**src/rtl/clock_set_ctrl.sv**
```systemverilog
// Time-setting controller for the 7-segment clock: MODE/INC press detection, hold-to-repeat,
// RUN -> SET_HR -> SET_MIN -> RUN sequencing, idle timeout and digit blink.
module clock_set_ctrl #(
    parameter int CNT_W         = 17,
    parameter int HOLD_TICKS    = 6250,
    parameter int REPEAT_TICKS  = 2500,
    parameter int TIMEOUT_TICKS = 125000,
    parameter int BLINK_TICKS   = 3125
) (
    input  logic       i_clk,
    input  logic       i_rst,
    input  logic       i_mode_db,
    input  logic       i_inc_db,
    output logic [1:0] o_mode,
    output logic       o_inc_hr,
    output logic       o_inc_min,
    output logic       o_clr_sec,
    output logic       o_blink
);

    typedef enum logic [1:0] {
        ST_RUN     = 2'b00,
        ST_SET_HR  = 2'b01,
        ST_SET_MIN = 2'b10
    } state_t;

    localparam logic [CNT_W-1:0] CNT_ONE      = CNT_W'(1);
    localparam logic [CNT_W-1:0] CNT_MAX      = {CNT_W{1'b1}};
    localparam logic [CNT_W-1:0] HOLD_LAST    = CNT_W'(HOLD_TICKS - 1);
    localparam logic [CNT_W-1:0] REPEAT_V     = CNT_W'(REPEAT_TICKS);
    localparam logic [CNT_W-1:0] TIMEOUT_LAST = CNT_W'(TIMEOUT_TICKS - 1);
    localparam logic [CNT_W-1:0] BLINK_V      = CNT_W'(BLINK_TICKS);

    if ((longint'(HOLD_TICKS) >= (longint'(1) << CNT_W)) ||
        (longint'(REPEAT_TICKS) >= (longint'(1) << CNT_W)) ||
        (longint'(TIMEOUT_TICKS) >= (longint'(1) << CNT_W)) ||
        (longint'(BLINK_TICKS) >= (longint'(1) << CNT_W))) begin : g_param_check
        $error("clock_set_ctrl: tick parameter does not fit in CNT_W bits");
    end

    function automatic logic [CNT_W-1:0] sat_inc(input logic [CNT_W-1:0] v);
        return (v == CNT_MAX) ? v : v + CNT_ONE;
    endfunction

    state_t           state_r;
    logic             mode_prev_r;
    logic             inc_prev_r;
    logic             armed_r;
    logic             rep_phase_r;
    logic [CNT_W-1:0] hold_cnt_r;
    logic [CNT_W-1:0] idle_cnt_r;
    logic [CNT_W-1:0] blink_cnt_r;

    logic             mode_ev_s;
    logic             inc_ev_s;
    logic             in_set_s;
    logic             repeat_fire_s;
    logic [CNT_W-1:0] hold_inc_s;
    logic [CNT_W-1:0] idle_inc_s;
    logic [CNT_W-1:0] blink_inc_s;

    assign o_mode = state_r;

    // Press events, next counter values and the auto-repeat fire condition.
    always_comb begin
        mode_ev_s   = i_mode_db & ~mode_prev_r;
        inc_ev_s    = i_inc_db & ~inc_prev_r;
        in_set_s    = (state_r != ST_RUN);
        hold_inc_s  = sat_inc(hold_cnt_r);
        idle_inc_s  = sat_inc(idle_cnt_r);
        blink_inc_s = sat_inc(blink_cnt_r);
        if (in_set_s && armed_r && i_inc_db && !mode_ev_s) begin
            if (rep_phase_r) begin
                repeat_fire_s = (hold_inc_s == REPEAT_V);
            end else begin
                repeat_fire_s = (hold_inc_s == HOLD_LAST);
            end
        end else begin
            repeat_fire_s = 1'b0;
        end
    end

    // Mode FSM, strobes, repeat/timeout/blink counters; prev levels track inputs even in reset.
    always_ff @(posedge i_clk) begin
        mode_prev_r <= i_mode_db;
        inc_prev_r  <= i_inc_db;
        if (i_rst) begin
            state_r     <= ST_RUN;
            o_inc_hr    <= 1'b0;
            o_inc_min   <= 1'b0;
            o_clr_sec   <= 1'b0;
            o_blink     <= 1'b1;
            armed_r     <= 1'b0;
            rep_phase_r <= 1'b0;
            hold_cnt_r  <= '0;
            idle_cnt_r  <= '0;
            blink_cnt_r <= '0;
        end else begin
            o_inc_hr  <= 1'b0;
            o_inc_min <= 1'b0;
            o_clr_sec <= 1'b0;
            if (mode_ev_s) begin
                // MODE beats a simultaneous INC press and disarms repeat until INC is re-pressed.
                case (state_r)
                    ST_RUN:     state_r <= ST_SET_HR;
                    ST_SET_HR:  state_r <= ST_SET_MIN;
                    ST_SET_MIN: begin
                        state_r   <= ST_RUN;
                        o_clr_sec <= 1'b1;
                    end
                    default:    state_r <= ST_RUN;
                endcase
                armed_r     <= 1'b0;
                rep_phase_r <= 1'b0;
                hold_cnt_r  <= '0;
                idle_cnt_r  <= '0;
                blink_cnt_r <= '0;
                o_blink     <= 1'b1;
            end else if (!in_set_s) begin
                armed_r     <= 1'b0;
                rep_phase_r <= 1'b0;
                hold_cnt_r  <= '0;
                idle_cnt_r  <= '0;
                blink_cnt_r <= '0;
                o_blink     <= 1'b1;
            end else if (!i_inc_db && (idle_inc_s == TIMEOUT_LAST)) begin
                state_r     <= ST_RUN;
                armed_r     <= 1'b0;
                rep_phase_r <= 1'b0;
                hold_cnt_r  <= '0;
                idle_cnt_r  <= '0;
                blink_cnt_r <= '0;
                o_blink     <= 1'b1;
            end else if (inc_ev_s || repeat_fire_s) begin
                o_inc_hr    <= (state_r == ST_SET_HR);
                o_inc_min   <= (state_r == ST_SET_MIN);
                armed_r     <= 1'b1;
                rep_phase_r <= repeat_fire_s;
                hold_cnt_r  <= '0;
                idle_cnt_r  <= '0;
                blink_cnt_r <= '0;
                o_blink     <= 1'b1;
            end else begin
                armed_r     <= armed_r & i_inc_db;
                rep_phase_r <= rep_phase_r & i_inc_db;
                if (armed_r && i_inc_db) begin
                    hold_cnt_r <= hold_inc_s;
                end else begin
                    hold_cnt_r <= '0;
                end
                if (i_inc_db) begin
                    idle_cnt_r <= '0;
                end else begin
                    idle_cnt_r <= idle_inc_s;
                end
                if (blink_inc_s == BLINK_V) begin
                    blink_cnt_r <= '0;
                    o_blink     <= ~o_blink;
                end else begin
                    blink_cnt_r <= blink_inc_s;
                end
            end
        end
    end

endmodule
```
**config.mk**
```make
export PLATFORM = sky130hd
export DESIGN_NAME = clock_set_ctrl
export DESIGN_NICKNAME = d
export VERILOG_FILES = /design/src/rtl/clock_set_ctrl.sv
export SDC_FILE = /design/constraint.sdc
export NUM_CORES = 1
export LEC_CHECK = 0
export ABC_CLOCK_PERIOD_IN_PS = 3200
export CORE_UTILIZATION = 25
export DETAILED_ROUTE_END_ITERATION = 6
export PLACE_DENSITY_LB_ADDON = 0.08
export SYNTH_ARGS = -nofsm -noshare
export SYNTH_HDL_FRONTEND = slang
export SYNTH_SLANG_ARGS = --single-unit
```
**constraint.sdc**
```tcl
create_clock -name i_clk -period 3.2 [get_ports i_clk]
set_input_delay 0.64 -clock i_clk [delete_from_list [all_inputs] [get_ports i_clk]]
set_output_delay 0.64 -clock i_clk [all_outputs]
set_load 0.03 [all_outputs]
```
==> results.md <==
- Setup repair after global routing left no endpoint under its margin.
- The wire length of the first global-routing pass is 16.6 mm.
- The clock latency on the worst-skew pair is 320 ps.
- The count of antenna diodes in the layout is 0.
- The vertical die dimension is 123 µm.
- The number of endpoints failing setup at the final stage is 0.
- At the end of the flow, the number of nets in the layout was 465.
- The last weighted congestion value of the routability-driven placer is 0.813.
- The clock root buffer is clkbuf_16.
- The dominant combinational cell family by area after synthesis is simple AND/OR/NAND/NOR gates.
- After clock tree synthesis, the clock-pin slew on the worst setup and hold paths is 50 ps.
- In the final routed layout, each cell accounts on average for 15.4 µm.
- The number of enable-type register cells in the synthesized netlist is 0.
- The starting density of the core is 0.259.
- In this run, the number of DRC markers left after iteration 0 of detailed routing was 188.
- The H-tree depth reported by CTS is 3.
- Of the total synthesized cell area, the portion taken by full adders, half adders and majority gates is 0.0103.
- The tightest min-delay check is of the reg -> reg type.
- The count of pins on the block boundary is 10.
- The remaining routing DRC violations is 0.
- In this run the worst path has a maximum fanout of 15.
- TritonCTS built the clock tree.
- The kind of start point of the critical path is a flop.
- The number of I/O port buffers is 9.
- In the final layout, the share of cells above drive strength 1 is 0.139.
- Timing would allow up to 335 MHz.
- The die covers 0.0151 mm².
- The post-synthesis simple-gate area fraction is 0.356.
- The most frequently used flop master after synthesis is dfxtp_1.
- The detail route stage leaves a number of antenna-violating nets equal to 0.
- The count of maximum capacitance violations is 0.
- The synthesized area per cell is 8.22 µm².
- The region available for standard cell placement spans 0.0141 mm².
- Counting the buffers created by CTS gives 9.
- The average vias per placed instance is 5.34.
- The via count of the first global-routing pass was 3,316.
- The clock passes through at most 2 buffers.
- The layout has 1,529 filler cells.
- The sequential area share after synthesis is 0.334.
- The number of antenna violations at the first check in global routing is 0.
- The top cell types in the final layout, fill and taps aside, are dfxtp_1, nand2_1, nor3_1.
- The portion of synthesized area spent on multiplexers is 0.0140.
- The worst setup path is captured at a flop.
- The aggregate global-route resource usage is 0.142.
- The cell area after technology mapping is 0.00366 mm².
- The run finished with clean final reports.
- The synthesized flop and latch total is 61.
- The tightest hold path in the finished design has a slack of 481 ps.
- The routed wire length is 9.86 mm.
- The most common library cell in the layout ignoring fill and taps is dfxtp_1.
- Synthesis instantiated 62 different standard cells from the library.
- The quantity of hold-fixing buffers added after cts is 0.
- Synthesis produced a netlist whose cell count is 445.
- Row generation in the floorplan step produced 43 rows.
- The x dimension of the die is 123 µm.
- In the final timing run, aggregate negative setup slack is 0 ps.
- The maximum vdd drop is 0.234 mV.
- The fraction of synthesized cell area in xor and xnor cells is 0.0671.
- The clock sink count is 61.
- Dividing the final minimum period by the clock period gives 0.933.
- The power density relative to cell area is 423 mW/mm².
- Entering global routing, the biggest net connects 23 pins.
- The critical path is of the reg -> reg type.
- The critical path arrival is 3180 ps.
- The growth of design area from synthesis to finish is 19.3%.
- Summed over all cells, the static leakage comes to 1.40 nW.
- The Yosys step of the flow raised 0 warnings.
- The detailed router placed 3,424 vias in this run.
- The half-perimeter wire length after detailed placement is 7.20 mm.
- Subtracting the final worst setup slack from the clock period gives 2980 ps.
- The fraction of the mapped netlist area in compound gates came to 0.155.
- The synthesized netlist net count is 452.
- In this run the tightest slew margin relative to its limit is 0.595.
- The aggregate global routing overflow is 0.
- The hold violation count in the final report is 0.
- The number of iterations in the first detailed-routing pass is 5.
- The transition time at the pin with the least slew margin is 607 ps.
- For this run, asynchronously set or reset flops after synthesis account for 0.
- The setup clock skew after layout is 8.71 ps.
- The final count of pins violating max slew is 0.
- The worst path required time is 3400 ps.
## cell usage after synthesis (4+ instances only)
cell	instances	share of area
a211oi_1	4	0.0082
a21oi_1	11	0.015
a31oi_1	9	0.015
and2_1	4	0.0068
and3_1	7	0.012
and4_1	12	0.029
buf_2	15	0.021
clkbuf_1	9	0.0092
clkbuf_2	6	0.0082
dfxtp_1	61	0.33
inv_1	9	0.0092
mux2i_1	4	0.011
nand2_1	35	0.036
nand3_1	26	0.036
nand3b_1	4	0.0082
nand4_1	19	0.033
nor2_1	26	0.027
nor3_1	33	0.045
nor4_1	25	0.043
nor4b_1	7	0.017
o211ai_1	4	0.0082
o21ai_0	16	0.022
xnor2_1	13	0.031
xor2_1	15	0.036
## cell type report
cell class,count,area [µm²],share of cell area
multi-input cells,338,2230,0.510
inverters,9,33.8,0.00774
clock buffers,9,225,0.0516
flip-flops and latches,61,1220,0.280
clock inverters,5,77.6,0.0178
well taps,180,225,0.0516
repair buffers,39,353,0.0809
## metal layers
metal,global-route usage,up-vias,wire [µm]
met5,0,-,0
met4,0.0534,0,167
met3,0.0314,12,263
met2,0.232,61,4560
met1,0.182,1633,4870
li1,-,1718,-
## cell families (layout without fill, tap and decap cells)
logic type | Yosys count | in the layout
xor+xnor | 28 | 28
simple gates | 223 | 223
compound gates | 79 | 79
mux | 5 | 5
flops | 61 | 61
fa+ha+maj | 3 | 3
buf+inv | 46 | 62
## sequential cells by signal (all words and copies together), names as in the netlist
| register | count |
|---|---|
| hold_cnt_r | 17 |
| o_mode | 2 |
| blink_cnt_r | 17 |
| armed_r | 1 |
| o_inc_min | 1 |
| o_clr_sec | 1 |
| o_inc_hr | 1 |
| idle_cnt_r | 17 |
| mode_prev_r | 1 |
| inc_prev_r | 1 |
| o_blink | 1 |
| rep_phase_r | 1 |
## through the flow
step | setup WS, ps | instances | total power [mW] | utilization | instance area [µm²]
2_1_floorplan | 513 | 445 | 0.818 | - | 3660
3_3_place_gp | 58.6 | 623 | 0.846 | 0.285 | 4010
3_5_place_dp | 69.2 | 623 | 0.845 | 0.285 | 4010
4_1_cts | 66.6 | 637 | 1.87 | 0.306 | 4320
5_1_grt | 14.8 | 641 | 1.91 | 0.310 | 4360
6_report | 216 | 641 | 1.85 | 0.310 | 4360
## power by group
group,internal [mW],switching (mW),leakage [nW]
clock network,0.670,0.349,0.147
logic,0.0247,0.0372,0.762
registers,0.763,0.00361,0.492
## repair_timing
| action | CTS | global route |
|---|---|---|
| setup endpoints to repair | 0 | 51 |
| resized for setup | 0 | 2 |
| setup buffers | 0 | 4 |
## path summary, 6_finish.rpt
check             cells after the start  slack (ps)                startpoint                        end
setup / recovery                     10         220  hold_cnt_r[1]$_SDFF_PP0_  blink_cnt_r[0]$_SDFF_PP0_
setup reg to reg                     10         220  hold_cnt_r[1]$_SDFF_PP0_  blink_cnt_r[0]$_SDFF_PP0_
hold reg to reg                       2         480        inc_prev_r$_DFF_P_     rep_phase_r$_SDFF_PP0_
hold / removal                        2         480        inc_prev_r$_DFF_P_     rep_phase_r$_SDFF_PP0_
## critical path: stages, from the launching register on
cell and delay, ps:
dfxtp_1 410, ha_1 220, nand4_2 180, nor4_1 410, mux2i_1 290, o211ai_1 150
nor4_1 370, buf_4 200, a32o_4 300, buf_4 240, nor4_1 80
(Power assumes the default switching activity.)
